$ cat src/rtl/inner_inner_delay_unit_pkg.sv
// Shared types and defaults for the innermost two-lane delay unit.
// Every lane carries data_t payloads through DEPTH elastic stages.
package inner_inner_delay_unit_pkg;

   localparam int WIDTH = 5;
   localparam int DEPTH = 3;

   typedef logic [WIDTH-1:0] data_t;

   typedef struct packed {
      logic  valid;
      data_t data;
   } stage_t;

endpackage

$ cat src/rtl/inner_inner_delay_unit_if.sv
// Ready/valid channel carrying one lane's payload.
// The master drives data/valid and the slave drives ready.
interface inner_inner_delay_unit_if;
   import inner_inner_delay_unit_pkg::*;

   data_t data;
   logic  valid;
   logic  ready;

   modport master (output data, output valid, input ready);
   modport slave  (input data, input valid, output ready);

endinterface

$ cat src/rtl/inner_inner_delay_unit_delay_lane.sv
// One lossless elastic delay lane: DEPTH stages with registered outputs.
// A stage advances whenever any stage downstream of it has room.
module delay_lane #(
   parameter int WIDTH = 5,
   parameter int DEPTH = 3
) (
   input  logic             clk,
   input  logic             rst,
   input  logic [WIDTH-1:0] in_data,
   input  logic             in_valid,
   output logic             in_ready,
   output logic [WIDTH-1:0] out_data,
   output logic             out_valid,
   input  logic             out_ready
);

   logic [DEPTH-1:0] valid_q;
   logic [DEPTH-1:0] valid_d;
   logic [DEPTH-1:0] stage_ready;
   logic [WIDTH-1:0] data_q [DEPTH];
   logic [WIDTH-1:0] data_d [DEPTH];
   logic             ready_acc;

   // Accumulate readiness from the output end so no signal depends on itself.
   always_comb begin
      ready_acc   = out_ready;
      stage_ready = '0;
      for (int i = DEPTH - 1; i >= 0; i--) begin
         ready_acc      = ready_acc | ~valid_q[i];
         stage_ready[i] = ready_acc;
      end
   end

   always_comb begin
      valid_d = valid_q;
      for (int i = 0; i < DEPTH; i++) begin
         data_d[i] = data_q[i];
      end
      if (stage_ready[0]) begin
         valid_d[0] = in_valid;
         data_d[0]  = in_data;
      end
      for (int i = 1; i < DEPTH; i++) begin
         if (stage_ready[i]) begin
            valid_d[i] = valid_q[i-1];
            data_d[i]  = data_q[i-1];
         end
      end
   end

   always_ff @(posedge clk or posedge rst) begin
      if (rst) begin
         valid_q <= '0;
         for (int i = 0; i < DEPTH; i++) begin
            data_q[i] <= '0;
         end
      end else begin
         valid_q <= valid_d;
         for (int i = 0; i < DEPTH; i++) begin
            data_q[i] <= data_d[i];
         end
      end
   end

   assign in_ready  = stage_ready[0];
   assign out_valid = valid_q[DEPTH-1];
   assign out_data  = data_q[DEPTH-1];

endmodule

$ cat src/rtl/inner_inner_delay_unit.sv
// Innermost delay unit: two independent elastic delay lanes, 0->0 and 1->1.
module inner_inner_delay_unit
   import inner_inner_delay_unit_pkg::*;
(
   input logic                      CLK,
   input logic                      ASYNCRESET,
   inner_inner_delay_unit_if.slave  INPUT_0,
   inner_inner_delay_unit_if.slave  INPUT_1,
   inner_inner_delay_unit_if.master OUTPUT_0,
   inner_inner_delay_unit_if.master OUTPUT_1
);

   delay_lane #(
      .WIDTH (WIDTH),
      .DEPTH (DEPTH)
   ) u_lane_0 (
      .clk       (CLK),
      .rst       (ASYNCRESET),
      .in_data   (INPUT_0.data),
      .in_valid  (INPUT_0.valid),
      .in_ready  (INPUT_0.ready),
      .out_data  (OUTPUT_0.data),
      .out_valid (OUTPUT_0.valid),
      .out_ready (OUTPUT_0.ready)
   );

   delay_lane #(
      .WIDTH (WIDTH),
      .DEPTH (DEPTH)
   ) u_lane_1 (
      .clk       (CLK),
      .rst       (ASYNCRESET),
      .in_data   (INPUT_1.data),
      .in_valid  (INPUT_1.valid),
      .in_ready  (INPUT_1.ready),
      .out_data  (OUTPUT_1.data),
      .out_valid (OUTPUT_1.valid),
      .out_ready (OUTPUT_1.ready)
   );

endmodule

$ cat src/flat_wrapper.sv
// flat-port wrapper written by rule: the top's interface ports become plain ports
module inner_inner_delay_unit_flat import inner_inner_delay_unit_pkg::*;
  (CLK, ASYNCRESET, INPUT_0_data, INPUT_0_valid, INPUT_0_ready, INPUT_1_data, INPUT_1_valid, INPUT_1_ready, OUTPUT_0_data, OUTPUT_0_valid, OUTPUT_0_ready, OUTPUT_1_data, OUTPUT_1_valid, OUTPUT_1_ready);
  inner_inner_delay_unit_if INPUT_0_i ();
  inner_inner_delay_unit_if INPUT_1_i ();
  inner_inner_delay_unit_if OUTPUT_0_i ();
  inner_inner_delay_unit_if OUTPUT_1_i ();
  input logic CLK;
  input logic ASYNCRESET;
  input wire logic [$bits(INPUT_0_i.data)-1:0] INPUT_0_data;
  input wire logic [$bits(INPUT_0_i.valid)-1:0] INPUT_0_valid;
  output wire logic [$bits(INPUT_0_i.ready)-1:0] INPUT_0_ready;
  input wire logic [$bits(INPUT_1_i.data)-1:0] INPUT_1_data;
  input wire logic [$bits(INPUT_1_i.valid)-1:0] INPUT_1_valid;
  output wire logic [$bits(INPUT_1_i.ready)-1:0] INPUT_1_ready;
  output wire logic [$bits(OUTPUT_0_i.data)-1:0] OUTPUT_0_data;
  output wire logic [$bits(OUTPUT_0_i.valid)-1:0] OUTPUT_0_valid;
  input wire logic [$bits(OUTPUT_0_i.ready)-1:0] OUTPUT_0_ready;
  output wire logic [$bits(OUTPUT_1_i.data)-1:0] OUTPUT_1_data;
  output wire logic [$bits(OUTPUT_1_i.valid)-1:0] OUTPUT_1_valid;
  input wire logic [$bits(OUTPUT_1_i.ready)-1:0] OUTPUT_1_ready;
  assign INPUT_0_i.data = INPUT_0_data;
  assign INPUT_0_i.valid = INPUT_0_valid;
  assign INPUT_0_ready = INPUT_0_i.ready;
  assign INPUT_1_i.data = INPUT_1_data;
  assign INPUT_1_i.valid = INPUT_1_valid;
  assign INPUT_1_ready = INPUT_1_i.ready;
  assign OUTPUT_0_data = OUTPUT_0_i.data;
  assign OUTPUT_0_valid = OUTPUT_0_i.valid;
  assign OUTPUT_0_i.ready = OUTPUT_0_ready;
  assign OUTPUT_1_data = OUTPUT_1_i.data;
  assign OUTPUT_1_valid = OUTPUT_1_i.valid;
  assign OUTPUT_1_i.ready = OUTPUT_1_ready;
  inner_inner_delay_unit u_core (.CLK(CLK), .ASYNCRESET(ASYNCRESET), .INPUT_0(INPUT_0_i), .INPUT_1(INPUT_1_i), .OUTPUT_0(OUTPUT_0_i), .OUTPUT_1(OUTPUT_1_i));
endmodule
$ cat config.mk
export PLATFORM = sky130hd
export DESIGN_NAME = inner_inner_delay_unit_flat
export DESIGN_NICKNAME = d
export VERILOG_FILES = /design/src/rtl/inner_inner_delay_unit_pkg.sv /design/src/rtl/inner_inner_delay_unit_if.sv /design/src/rtl/inner_inner_delay_unit_delay_lane.sv /design/src/rtl/inner_inner_delay_unit.sv /design/src/flat_wrapper.sv
export SDC_FILE = /design/constraint.sdc
export NUM_CORES = 1
export LEC_CHECK = 0
export CAP_MARGIN = 20
export CELL_PAD_IN_SITES_DETAIL_PLACEMENT = 1
export CELL_PAD_IN_SITES_GLOBAL_PLACEMENT = 1
export CORE_MARGIN = 10
export CORE_UTILIZATION = 41
export DETAILED_ROUTE_END_ITERATION = 16
export PLACE_DENSITY = 0.79
export SETUP_SLACK_MARGIN = 0.05
export SYNTH_ARGS = -nofsm -noshare
export SYNTH_HDL_FRONTEND = slang
export SYNTH_SLANG_ARGS = --single-unit
$ cat constraint.sdc
create_clock -name CLK -period 1.17 [get_ports CLK]
set_input_delay 0.117 -clock CLK [delete_from_list [all_inputs] [get_ports CLK]]
set_output_delay 0.117 -clock CLK [all_outputs]
set_load 0.01 [all_outputs]
==> results.txt <==
The area of the mapped netlist is 0.00150 mm^2. The number of hold-slack violations in the final timing report was 0. Measured against its own limit, the worst slew margin works out to 0.849. The share of synthesized area in the top cell type comes to 0.601. The number of DRC violations after detailed routing came out at 0. In the detailed route, the total length drawn on met3 is ~170 um. The area of combinational cells with multiple inputs came out at 606 um^2. The commonest cells after synthesis are sky130_fd_sc_hd__dfrtp_1, sky130_fd_sc_hd__mux2_2, sky130_fd_sc_hd__buf_4, sky130_fd_sc_hd__mux2_4, sky130_fd_sc_hd__nand2b_1.

The total overflow reported by the global router came out at 0. The number of input and output port buffers inserted is 29. Counting stages on the worst path, the most repeated cell is sky130_fd_sc_hd__buf_6. For the pin with the worst max-slew slack, the measured transition is about 0.23 ns. The total number of yosys warnings came out at 0. After detailed routing, the wire length on met1 is approximately 1600 um. The worst-case setup margin in the final layout is -0.0526 ns.

The sequential element share of the synthesized area is 0.601. Yosys instantiated no cell more often than sky130_fd_sc_hd__dfrtp_1. The total power draw is 0.00353 W.

After detailed routing, the average wire length per cell comes to ~21 um. The distinct cell type count after synthesis is 10. The layout-stage area growth over the synthesis result came out at 42.0%. The critical path endpoint category is a flop. The overall track demand over capacity in global routing came out at 0.123. Internal power comes to 0.00269 W.

Of all cell types, the one taking the most synthesized area is sky130_fd_sc_hd__dfrtp_1. The number of vias per cell after detailed routing is roughly 4.7. The number of antenna violations at the first check in global routing was 0. The layout filler cell count is 326. The clock transition at the register clock pins on the worst setup and hold paths after CTS is about 0.070 ns. The worst setup path is launched from a flop. The startpoint identified for the worst register-to-register timing path is u_core.u_lane_1.valid_q[2]$_DFFE_PP0P_. Of all nets on the critical path, the largest fanout is 6.

Setup repair after global routing could not meet its margin everywhere. The post-placement setup slack is -0.279 ns. Across the run, the number of max-cap violations was 0. The hold buffer count at CTS is 0. The synthesized instance count came out at 91. The total number of clock tree sinks came out at 36. The die covers 0.00648 mm^2. The fmax came out at just over 0.8 GHz. In this run, CTS created clock tree buffers numbering 5. The number of setup violations in the final report came out at 10.

The wire length on met2 is roughly 1800 um. The part of the power in the clock network came out at 0.333. The area taken by flip-flops and latches came out at about 900 um^2.

The worst register-to-register path ends at u_core.u_lane_1.data_q[6]$_DFFE_PP0P_. The share of post-route cells with drive strength above 1 is 0.469. The flow ran to the end, but the final reports show violations. The number of global-route vias before repair is just under 1000.

The switching power is roughly 0.00084 W. The number of antenna diodes in the final layout is 0. The violation count after the first detailed-route iteration is 32. The CTS tree is done. The part of the power in combinational logic is 0.219. The share of the clock period used by the worst path after layout is 1.04.

The H-tree was split into 2 levels. The final-layout setup total negative slack is -0.316 ns. Synthesis produced a netlist with a net count of between 100 and 150. The top flip-flop cell by instance count after synthesis is sky130_fd_sc_hd__dfrtp_1. The final layout contains around 140 nets. The routability congestion estimate is 0.738. The fraction of power consumed by sequential logic came out at 0.447. The clock latency at the later pin of the worst-skew pair came out at slightly below 0.3 ns.

The final route contains 818 vias. The synthesized design contains 0 enable-type register cells. The final critical-path required period is 1.22 ns. The cell leakage power is about 1.0 nW. The total wire length after detailed routing is about 3700 um. Entering global routing, the biggest net connects 37 pins. The die is around 80 um wide. The startpoint-to-endpoint class of the critical path is flop to flop. The data arrival time of the critical path came out at 1.39 ns. The starting utilization of the core area is 0.436. After synthesis, the share of flip-flops with an asynchronous set or reset is 1.00. The maximum buffer depth of the clock tree came out at 2.

Across all register-to-register paths, the minimum setup slack is -0.05 ns. The highest metal layer with signal wires is met4. The standard cell core area is between 0.003 and 0.004 mm^2. The number of pins with negative max-slew slack in the final report came out at 0. The worst hold path belongs to the class primary input to async pin. After legalization and detailed placement, the total HPWL measured roughly 2200 um. The average footprint of a synthesized cell came out at ~16 um^2.

The cell type of the slowest stage on the worst timing path is sky130_fd_sc_hd__dfrtp_1. The power density over cell area came out at around 1700 mW/mm^2. The die outline height is slightly above 80 um. The highest ir drop seen on vdd is ~0.8 mV.

By area the synthesized netlist is led by sky130_fd_sc_hd__dfrtp_1, sky130_fd_sc_hd__mux2_2, sky130_fd_sc_hd__mux2_4, sky130_fd_sc_hd__buf_4, sky130_fd_sc_hd__nand4b_4. The worst path required time is 1.34 ns. The checks that failed: negative setup slack. The logic depth of the worst register-to-register path came out at 4. In this run the clock root is driven by a sky130_fd_sc_hd__clkbuf_8. The synthesis-stage register bit count came out at 36. Clock skew on the completed layout was measured at about 0.0013 ns. The delay contributed by the slowest stage of the critical path is approximately 0.40 ns. The fraction of power spent switching nets came out at 0.238. The first-pass GRT wire length is roughly 5700 um.

The row count is 21. The total I/O pin count came out at 30. The count of nets left with antenna violations once routing finished came out at 0. The critical path goes through buf_6, buf_6, nand3b_4, mux2_4. The first-pass detailed-route iteration total came out at 2.
-- how the worst max path moves through the flow --
stage / startpoint / end / cells past startpoint
after floorplan: u_core.u_lane_0.valid_q[2]$_DFFE_PP0P_ / u_core.u_lane_0.out_data[0]$_DFFE_PP0P_ / 3
final: u_core.u_lane_1.valid_q[2]$_DFFE_PP0P_ / u_core.u_lane_1.data_q[6]$_DFFE_PP0P_ / 4
after global routing: u_core.u_lane_1.valid_q[2]$_DFFE_PP0P_ / u_core.u_lane_1.data_q[7]$_DFFE_PP0P_ / 4
after detailed placement: OUTPUT_0_ready / INPUT_0_ready / 3
after CTS: u_core.u_lane_1.valid_q[2]$_DFFE_PP0P_ / u_core.u_lane_1.data_q[9]$_DFFE_PP0P_ / 4
after global placement: OUTPUT_1_ready / INPUT_1_ready / 3
-- per-layer routing --
layer,track usage,up-vias
met5,0,-
met4,0.0792,0
met3,0.0390,4
met2,0.186,20
met1,0.147,423
li1,-,371
-- through the flow --
step	cells	hold WS [ns]	utilization	cell area, um^2
2_1_floorplan	91	0.220	-	1500
3_3_place_gp	160	0.478	0.533	1830
3_5_place_dp	160	0.485	0.533	1830
4_1_cts	173	0.166	0.607	2090
5_1_grt	174	0.232	0.619	2130
6_report	174	0.189	0.619	2130
-- state kept, by name (all words and copies together), names as in the netlist --
register / cells
u_core.u_lane_1.out_data: 5
u_core.u_lane_0.valid_q: 3
u_core.u_lane_0.data_q: 10
u_core.u_lane_0.out_data: 5
u_core.u_lane_1.data_q: 10
u_core.u_lane_1.valid_q: 3
-- cells in the final DEF, fill, tap and decap left out --
master / count
sky130_fd_sc_hd__buf_6: 8
sky130_fd_sc_hd__clkbuf_8: 7
sky130_fd_sc_hd__dlygate4sd2_1: 5
sky130_fd_sc_hd__bufinv_16: 1
sky130_fd_sc_hd__clkdlybuf4s50_1: 15
sky130_fd_sc_hd__inv_1: 1
sky130_fd_sc_hd__dfrtp_1: 35
sky130_fd_sc_hd__or2b_1: 2
sky130_fd_sc_hd__nand4b_4: 2
sky130_fd_sc_hd__buf_12: 3
sky130_fd_sc_hd__clkdlybuf4s15_1: 6
sky130_fd_sc_hd__nand2b_1: 4
sky130_fd_sc_hd__nand3b_4: 2
sky130_fd_sc_hd__nand2b_4: 2
sky130_fd_sc_hd__mux2_4: 30
sky130_fd_sc_hd__buf_4: 4
sky130_fd_sc_hd__dfrtp_2: 1
-- timing repair --
action | CTS | global route
pin swaps | 0 | 2
setup endpoints to repair | 44 | 37
buffers inserted | 5 | 1
resized for setup | 51 | 12
gates cloned | 0 | 0
-- area by class of cell --
type                       count  share of cell area
clock buffer                   7              0.0452
clock inverter                 1              0.0141
inverter                       1             0.00176
multi-input combinational     42               0.284
sequential                    36               0.424
tap                           46              0.0270
timing repair buffer          41               0.204
-- power groups by stage --
stage	clock [W]	sequential, W	combinational, W
finish	0.00118	0.00158	0.000775
global route	0.00126	0.00161	0.000826
CTS	0.00122	0.00157	0.000742
detailed placement	0	0.00159	0.000685
global placement	0	0.00158	0.000658
floorplan	0	0.00154	0.000477
-- critical path: cells and delay by family, from the launching register on --
family	cells	cell delay (ns)
multiplexers	1	0.32
flip-flops	1	0.40
buffers and inverters	2	0.25
AND/OR/NAND/NOR	1	0.13
-- logic make-up after synthesis --
family | after synthesis | synth area share
DFF | 36 | 0.600
muxes | 30 | 0.250
buffers and inverters | 13 | 0.0676
and+or+nand+nor | 12 | 0.0817
Power figures use the tool's default switching activity.
